<file path="src/rtl/card_dealer_regs.sv">
// Card source and six-slot hand register bank with mod-10 hand scores for the baccarat datapath.
// Optional build macro DEAL_FORCE_EN adds force_en/force_card to deal a chosen card instead of the counter.
module card_dealer_regs #(
  parameter int CARD_MAX  = 13,
  parameter int NUM_SLOTS = 6
) (
  input  logic       slow_clock,
  input  logic       resetb,
  input  logic       clear_hands,
  input  logic       deal_req,
  input  logic [2:0] slot,
`ifdef DEAL_FORCE_EN
  input  logic       force_en,
  input  logic [3:0] force_card,
`endif
  output logic       deal_busy,
  output logic       deal_done,
  output logic       slot_err,
  output logic [3:0] pcard1,
  output logic [3:0] pcard2,
  output logic [3:0] pcard3,
  output logic [3:0] dcard1,
  output logic [3:0] dcard2,
  output logic [3:0] dcard3,
  output logic [3:0] pscore,
  output logic [3:0] dscore
);

  localparam logic [1:0] ST_IDLE = 2'd0;
  localparam logic [1:0] ST_LOAD = 2'd1;
  localparam logic [1:0] ST_DONE = 2'd2;

  localparam logic [3:0] CARD_TOP   = 4'(CARD_MAX);
  localparam logic [3:0] SLOT_LIMIT = 4'(NUM_SLOTS);

  logic [1:0] state;
  logic [3:0] card_cnt;
  logic [3:0] cap_card;
  logic [2:0] cap_slot;
  logic [3:0] sel_card;
  logic [3:0] hand [NUM_SLOTS];

  // Free-running card source; never passes through 0 so every deal is a real card.
  always_ff @(posedge slow_clock or negedge resetb) begin
    if (!resetb) begin
      card_cnt <= 4'd1;
    end else if (card_cnt >= CARD_TOP) begin
      card_cnt <= 4'd1;
    end else begin
      card_cnt <= card_cnt + 4'd1;
    end
  end

`ifdef DEAL_FORCE_EN
  // Out-of-range forced codes become a blank card so the decoders never see 14/15.
  always_comb begin
    sel_card = card_cnt;
    if (force_en) begin
      sel_card = (force_card > CARD_TOP) ? 4'd0 : force_card;
    end
  end
`else
  assign sel_card = card_cnt;
`endif

  always_ff @(posedge slow_clock or negedge resetb) begin
    if (!resetb) begin
      state    <= ST_IDLE;
      cap_card <= 4'd0;
      cap_slot <= 3'd0;
    end else if (clear_hands) begin
      state <= ST_IDLE;
    end else begin
      case (state)
        ST_IDLE: begin
          if (deal_req) begin
            cap_card <= sel_card;
            cap_slot <= slot;
            state    <= ST_LOAD;
          end
        end
        ST_LOAD: state <= ST_DONE;
        ST_DONE: state <= ST_IDLE;
        default: state <= ST_IDLE;
      endcase
    end
  end

  // Illegal slot codes match no entry, so the handshake completes without a write.
  always_ff @(posedge slow_clock or negedge resetb) begin
    if (!resetb) begin
      for (int i = 0; i < NUM_SLOTS; i++) hand[i] <= 4'd0;
    end else if (clear_hands) begin
      for (int i = 0; i < NUM_SLOTS; i++) hand[i] <= 4'd0;
    end else if (state == ST_LOAD) begin
      for (int i = 0; i < NUM_SLOTS; i++) begin
        if (cap_slot == 3'(i)) hand[i] <= cap_card;
      end
    end
  end

  assign deal_busy = (state != ST_IDLE);
  assign deal_done = (state == ST_DONE);
  assign slot_err  = (state == ST_DONE) && ({1'b0, cap_slot} >= SLOT_LIMIT);

  assign pcard1 = hand[0];
  assign pcard2 = hand[1];
  assign pcard3 = hand[2];
  assign dcard1 = hand[3];
  assign dcard2 = hand[4];
  assign dcard3 = hand[5];

  function automatic logic [4:0] card_val(input logic [3:0] c);
    return (c >= 4'd1 && c <= 4'd9) ? {1'b0, c} : 5'd0;
  endfunction

  // Three-card sum is at most 27, so two conditional subtractions finish the mod 10.
  function automatic logic [3:0] mod10(input logic [4:0] s);
    logic [4:0] r;
    r = s;
    if (r >= 5'd20)      r = r - 5'd20;
    else if (r >= 5'd10) r = r - 5'd10;
    return r[3:0];
  endfunction

  assign pscore = mod10(card_val(hand[0]) + card_val(hand[1]) + card_val(hand[2]));
  assign dscore = mod10(card_val(hand[3]) + card_val(hand[4]) + card_val(hand[5]));

endmodule

</file>
<file path="config.mk">
export PLATFORM = sky130hd
export DESIGN_NAME = card_dealer_regs
export DESIGN_NICKNAME = d
export VERILOG_FILES = /design/src/rtl/card_dealer_regs.sv
export SDC_FILE = /design/constraint.sdc
export NUM_CORES = 1
export LEC_CHECK = 0
export BUFFER_PORTS_ARGS = -buffer_cell sky130_fd_sc_hd__buf_4
export CORE_UTILIZATION = 35
export DETAILED_ROUTE_END_ITERATION = 8
export PLACE_DENSITY_LB_ADDON = 0.1
export RECOVER_POWER = 25
export SLEW_MARGIN = 20
export SYNTH_ARGS = -nofsm -noshare
export SYNTH_HDL_FRONTEND = slang
export SYNTH_SLANG_ARGS = --single-unit
</file>
<file path="constraint.sdc">
create_clock -name slow_clock -period 3.8 [get_ports slow_clock]
set_clock_uncertainty 0.15 [all_clocks]
set_input_delay 0.38 -clock slow_clock [delete_from_list [all_inputs] [get_ports slow_clock]]
set_output_delay 0.38 -clock slow_clock [all_outputs]
set_load 0.01 [all_outputs]
</file>
# After elaboration in Yosys (flattened, before gate mapping)
# Cells that the tools add are included.
# Widths: inputs -> output; s select.
op_classes:
  n_addsub: 9
  order_cmp: 18
  n_eq_ne: 8
  muxes: 22
  bitwise: 1
  reduce_logical: 24
op_table:
  columns: ["operator", "n"]
  rows:
  - ["$mux 4", 17]
  - ["$mux 24", 2]
  - ["$ge 4x1->1 const B", 6]
  - ["$le 4x4->1 const B", 6]
  - ["$reduce_bool 2->1", 8]
  - ["$reduce_and 2->1", 6]
  - ["$add 4x4->5", 2]
  - ["$add 5x4->5", 2]
  - ["$ge 5x4->1 const B", 2]
  - ["$ge 5x5->1 const B", 2]
  - ["$sub 4x3->4 const B", 2]
  - ["$sub 4x4->4 const B", 2]
  - ["$logic_and 1x1->1", 7]
  - ["$eq 3x2->1 const B", 2]
  - ["$eq 3x3->1 const B", 2]
  - ["$add 4x1->4 const B", 1]
  - ["$ge 4x4->1 const B", 1]
  - ["$mux 2", 2]
  - ["$pmux 2 s2", 1]
  - ["$eq 3x1->1 const B", 1]
  - ["$ge 3x3->1 const B", 1]
  - ["$logic_not 3->1", 1]
  - ["$ne 3x3->1 const B", 1]
  - ["$reduce_and 3->1", 1]
  - ["4 further kinds", 4]
word_totals:
  ff_bits: 37
  in_bits: 7

# Logic depth before layout (Yosys ltp)
depth:
  word_depth: 8
  depth_mapped: 13

# Worst setup path after synthesis
# OpenSTA, ideal clock, no wires.
synth_timing:
  path_kind: "flip-flop to output port"
  startpoint: "reg hand, in the netlist pcard1[1]"
  endpoint: "out pscore[1]"
  arrival_time_ps: 3065
  t_required_ps: 3270
  path_slack_ps: 205
  path_stages_with_launch: 13
  path_buffers: 0
  path_cell_list: "dfrtp_1 > nor2b_1 > fa_1 > ha_1 > inv_1 > fa_1 > xnor2_1 > inv_1 > ha_1 > or3b_2 > nand3_1 > or4_1 > o2111ai_1"
synth_between:
  elab_chain_len: 8
  elab_cells_between_ends: 12
  classes_between: "4 x add/sub; 4 x order compare; 3 x mux; 1 x reduce/logical"
synth_rtl:
  columns: ["element", "line", "rtl"]
  rows:
  - ["start, declared", "41", "logic [3:0] hand [NUM_SLOTS];"]
  - ["start signal, assigned by index", "97", "if (cap_slot == 3'(i)) hand[i] <= cap_card;"]
  - ["$ge 4x1->1 or $le 4x4->1 (tied branches)", "114", "return (c >= 4'd1 && c <= 4'd9) ? {1'b0, c} : 5'd0;"]
  - ["$logic_and 1x1->1", "114", null]
  - ["$mux 4 *", "114", null]
  - ["$add 4x4->5 *", "126", "assign pscore = mod10(card_val(hand[0]) + card_val(hand[1]) + card_val(hand[2]));"]
  - ["$add 5x4->5 *", "126", null]
  - ["$sub 4x4->4 or $ge 5x4->1 (tied branches)", "122", "else if (r >= 5'd10) r = r - 5'd10;"]
  - ["$mux 4", "122", null]
  - ["$mux 4 *", "121", "if (r >= 5'd20) r = r - 5'd20;"]
  - ["end, declared", "25", "output logic [3:0] pscore,"]
# Mark *: on every way between the ends. The rest lies on a longest branch, timed or not.

# Final worst setup path
# Same ends and word-level chain as after synthesis.

==> impl_metrics.toml <==
[timing]
finalMaxSlewViolations = 38
finalCritPeriodShare_pct = 99.9
setup-violations-final = 0
worst_pin_slew_ns = 2.00
min_period_ns = 3.79
layout_setup_ws_ns = 0.00536
finalSetupTns_ns = 0
fmax_mhz = 264
relSlewSlack_pct = -33.4
finalHoldViolCount = 0
rsz0062_at_grt = "true"

[logic_synthesis]
ys_seq_area_share_pct = 37.1
yosys-top-cells-area = "dfrtp_1 36%, mux2i_1 8.8%, fa_1 8.0%"
ys_ff_latch = 37
netlist_instances = 242
synth_area_um2 = 2500
synth_edf_count = 0
synth_top_area_share_pct = 36.0
syn_nets = 274
yosysUniqueCellTypes = 45
syn_area_per_cell_um2 = 10.3
ys_warn_count = 0
async_flop_share_pct = 100
synthFlopType = "dfrtp_1"
yosysTopAreaCell = "dfrtp_1"

[placed_design]
dpl-instance-area_um2 = 2930
port_buffers = 41
place_ws_ns = 0.0550
dp_hpwl_um = 3920
place_congestion = 0.877

[power_and_ir_drop]
power_switching_mw = 0.261
p_leak_nw = 1.64
power_frac_seq_pct = 45.7
p_comb_share_pct = 18.9
p_int_mw = 0.726
p_clk_share_pct = 35.4
vdd_drop_max_v = 0.000185
p_sw_share_pct = 26.5
p_per_area_nw_per_um2 = 289

[layout]
fillers = 648
area_delta_synth_final_pct = 36.6
layout_commonest_cell = "buf_4"
drive_gt1_share_pct = 42.6
diodes = 0
fin_area_um2 = 3420
nets = 343
mostFrequentLayoutCells = "64 x buf_4, 25 x dfrtp_1, 22 x mux2i_1, 22 x nor2_1, 11 x dfrtp_2"
utilization_pct = 50.0

[grt]
grt_pass1_vias = 1858
grt_max_degree = 38
grtUsageTotal_pct = 15.8
gr-total-overflow = 0
grt_first_pass_wirelength_um = 9100
antenna_found_initial = 0

[drt]
routed_wl_um = 5690
drc = 0
ant_nets = 0
drtIter0Drc = 52
via_per_inst = 4.79
wire_per_inst_um = 13.9
firstDrtPassIters = 3
vias = 1955

[run_status]
status = "finished with violations"
violations = "max-capacitance violations, max-slew violations"

[cts]
cts_tree = "done"
clock_latency_ns = 0.28
htree_num_levels = 2
clk_path_buf_depth = 2
clockRootBuffer = "clkbuf_8"
cts_inserted_buffers = 5
clock_sinks = 37
clk_pin_slew_ns = 0.07

[worst_setup_path]
crit_type = "flip-flop to primary output"
arrival_ns = 3.26
cp-end-kind = "primary output"
required_ns = 3.27
worst_setup_path_start_kind = "flip-flop"
crit_fanout = 3

[floorplan]
row_count = 30
start_util_pct = 36.6
core_area_um2 = 6830
dieArea_um2 = 7490
dieWidth_um = 86.5
die_y_um = 86.5
io_pins = 42

[flow_run]
max_cap_viol_count = 1

[hold_path]
hp-class = "input port to flip-flop"
[what timing repair did]
item	in CTS	in global routing
pin swaps	6	13
endpoints found under the hold margin	36	0
hold buffers	1	0
endpoints found under the setup margin	5	6
setup buffers	11	11
resized for setup	17	41
[metal layers]
layer  global-route usage [%]  wire [um]  up-vias
met5                        0          0        -
met2                     25.1       2780       27
met1                     22.2       2700      931
met4                     4.55         71        0
li1                         -          -      988
met3                     2.57        136        9
[power groups by stage]
stage / clock (mW) / sequential (mW) / combinational (mW)
4_1_cts: 0.359 / 0.451 / 0.165
5_1_grt: 0.380 / 0.457 / 0.207
2_1_floorplan: 0 / 0.447 / 0.102
3_5_place_dp: 0 / 0.460 / 0.153
3_3_place_gp: 0 / 0.460 / 0.152
6_report: 0.350 / 0.451 / 0.187
[logic make-up (layout without fill, tap and decap cells)]
group / Yosys count / in the layout / share of synthesized area (%)
AND/OR/NAND/NOR: 90 / 90 / 21.3
adder cells (fa/ha/maj): 25 / 25 / 15.5
AO/OA/AOI/OAI: 40 / 40 / 10.1
flip-flops: 37 / 37 / 37.1
multiplexers: 29 / 29 / 12.0
XOR/XNOR: 2 / 2 / 1.00
buffers and inverters: 19 / 89 / 3.10
[final timing paths]
check | to | slack (ns) | depth (start not counted) | startpoint
worst max-delay path | pscore[1] | 0.005 | 13 | pcard1[1]$_DFFE_PN0P_
worst min-delay path | cap_slot[1]$_DFFE_PN0P_ | 0.18 | 2 | slot[1]
worst max register to register | dcard2[1]$_DFFE_PN0P_ | 2.04 | 4 | state[1]$_DFFE_PN0P_
worst min register to register | card_cnt[0]$_DFF_PN1_ | 0.34 | 1 | card_cnt[0]$_DFF_PN1_
max in group asynchronous | pcard3[1]$_DFFE_PN0P_ | 1.14 | 2 | resetb
min in group asynchronous | state[1]$_DFFE_PN0P_ | 1.05 | 2 | resetb
[cells in the mapped netlist (3+ instances only)]
master    number
dfrtp_1       36
mux2i_1       22
nor2_1        22
ha_1          15
inv_1         14
o21ai_0       12
fa_1          10
nor2b_1       10
a21oi_1        9
nand2_1        9
and2_1         8
nand3_1        8
nor3b_1        8
mux2_2         7
nand2b_1       6
a21o_1         4
o211ai_1       4
or3_1          3
[through the flow]
step	hold WS, ns	instances	power [mW]
detailed placement	0.226	377	0.613
global route	0.165	408	1.04
floorplan	-0.0656	242	0.549
global placement	0.226	377	0.612
CTS	0.168	397	0.976
finish	0.176	408	0.988
[worst max-delay path, cell delays in order, from the launching register on]
cell	delay, ns
dfrtp_1	0.38
nor2b_4	0.13
fa_1	0.54
ha_2	0.18
inv_2	0.04
fa_2	0.34
xnor2_2	0.15
inv_1	0.08
ha_2	0.17
or3b_4	0.24
nand3_4	0.07
or4_4	0.42
o2111ai_2	0.10
buf_4	0.15
[cell type report]
| type | instances | area (um^2) | share of cell area [%] |
|---|---|---|---|
| sequential | 37 | 941 | 27.5 |
| timing repair buffer | 67 | 505 | 14.8 |
| clock inverter | 1 | 30.0 | 0.879 |
| tap | 96 | 120 | 3.52 |
| clock buffer | 7 | 86.3 | 2.53 |
| multi-input combinational | 186 | 1680 | 49.2 |
| inverter | 14 | 52.6 | 1.54 |
[sequential cells by signal, indices dropped and copies added, names as in the netlist]
register / count
pcard1: 4
cap_slot: 3
dcard2: 4
dcard3: 4
state: 2
pcard3: 4
cap_card: 4
dcard1: 4
pcard2: 4
card_cnt: 4
Note: power is estimated with default switching activity, not from simulation.
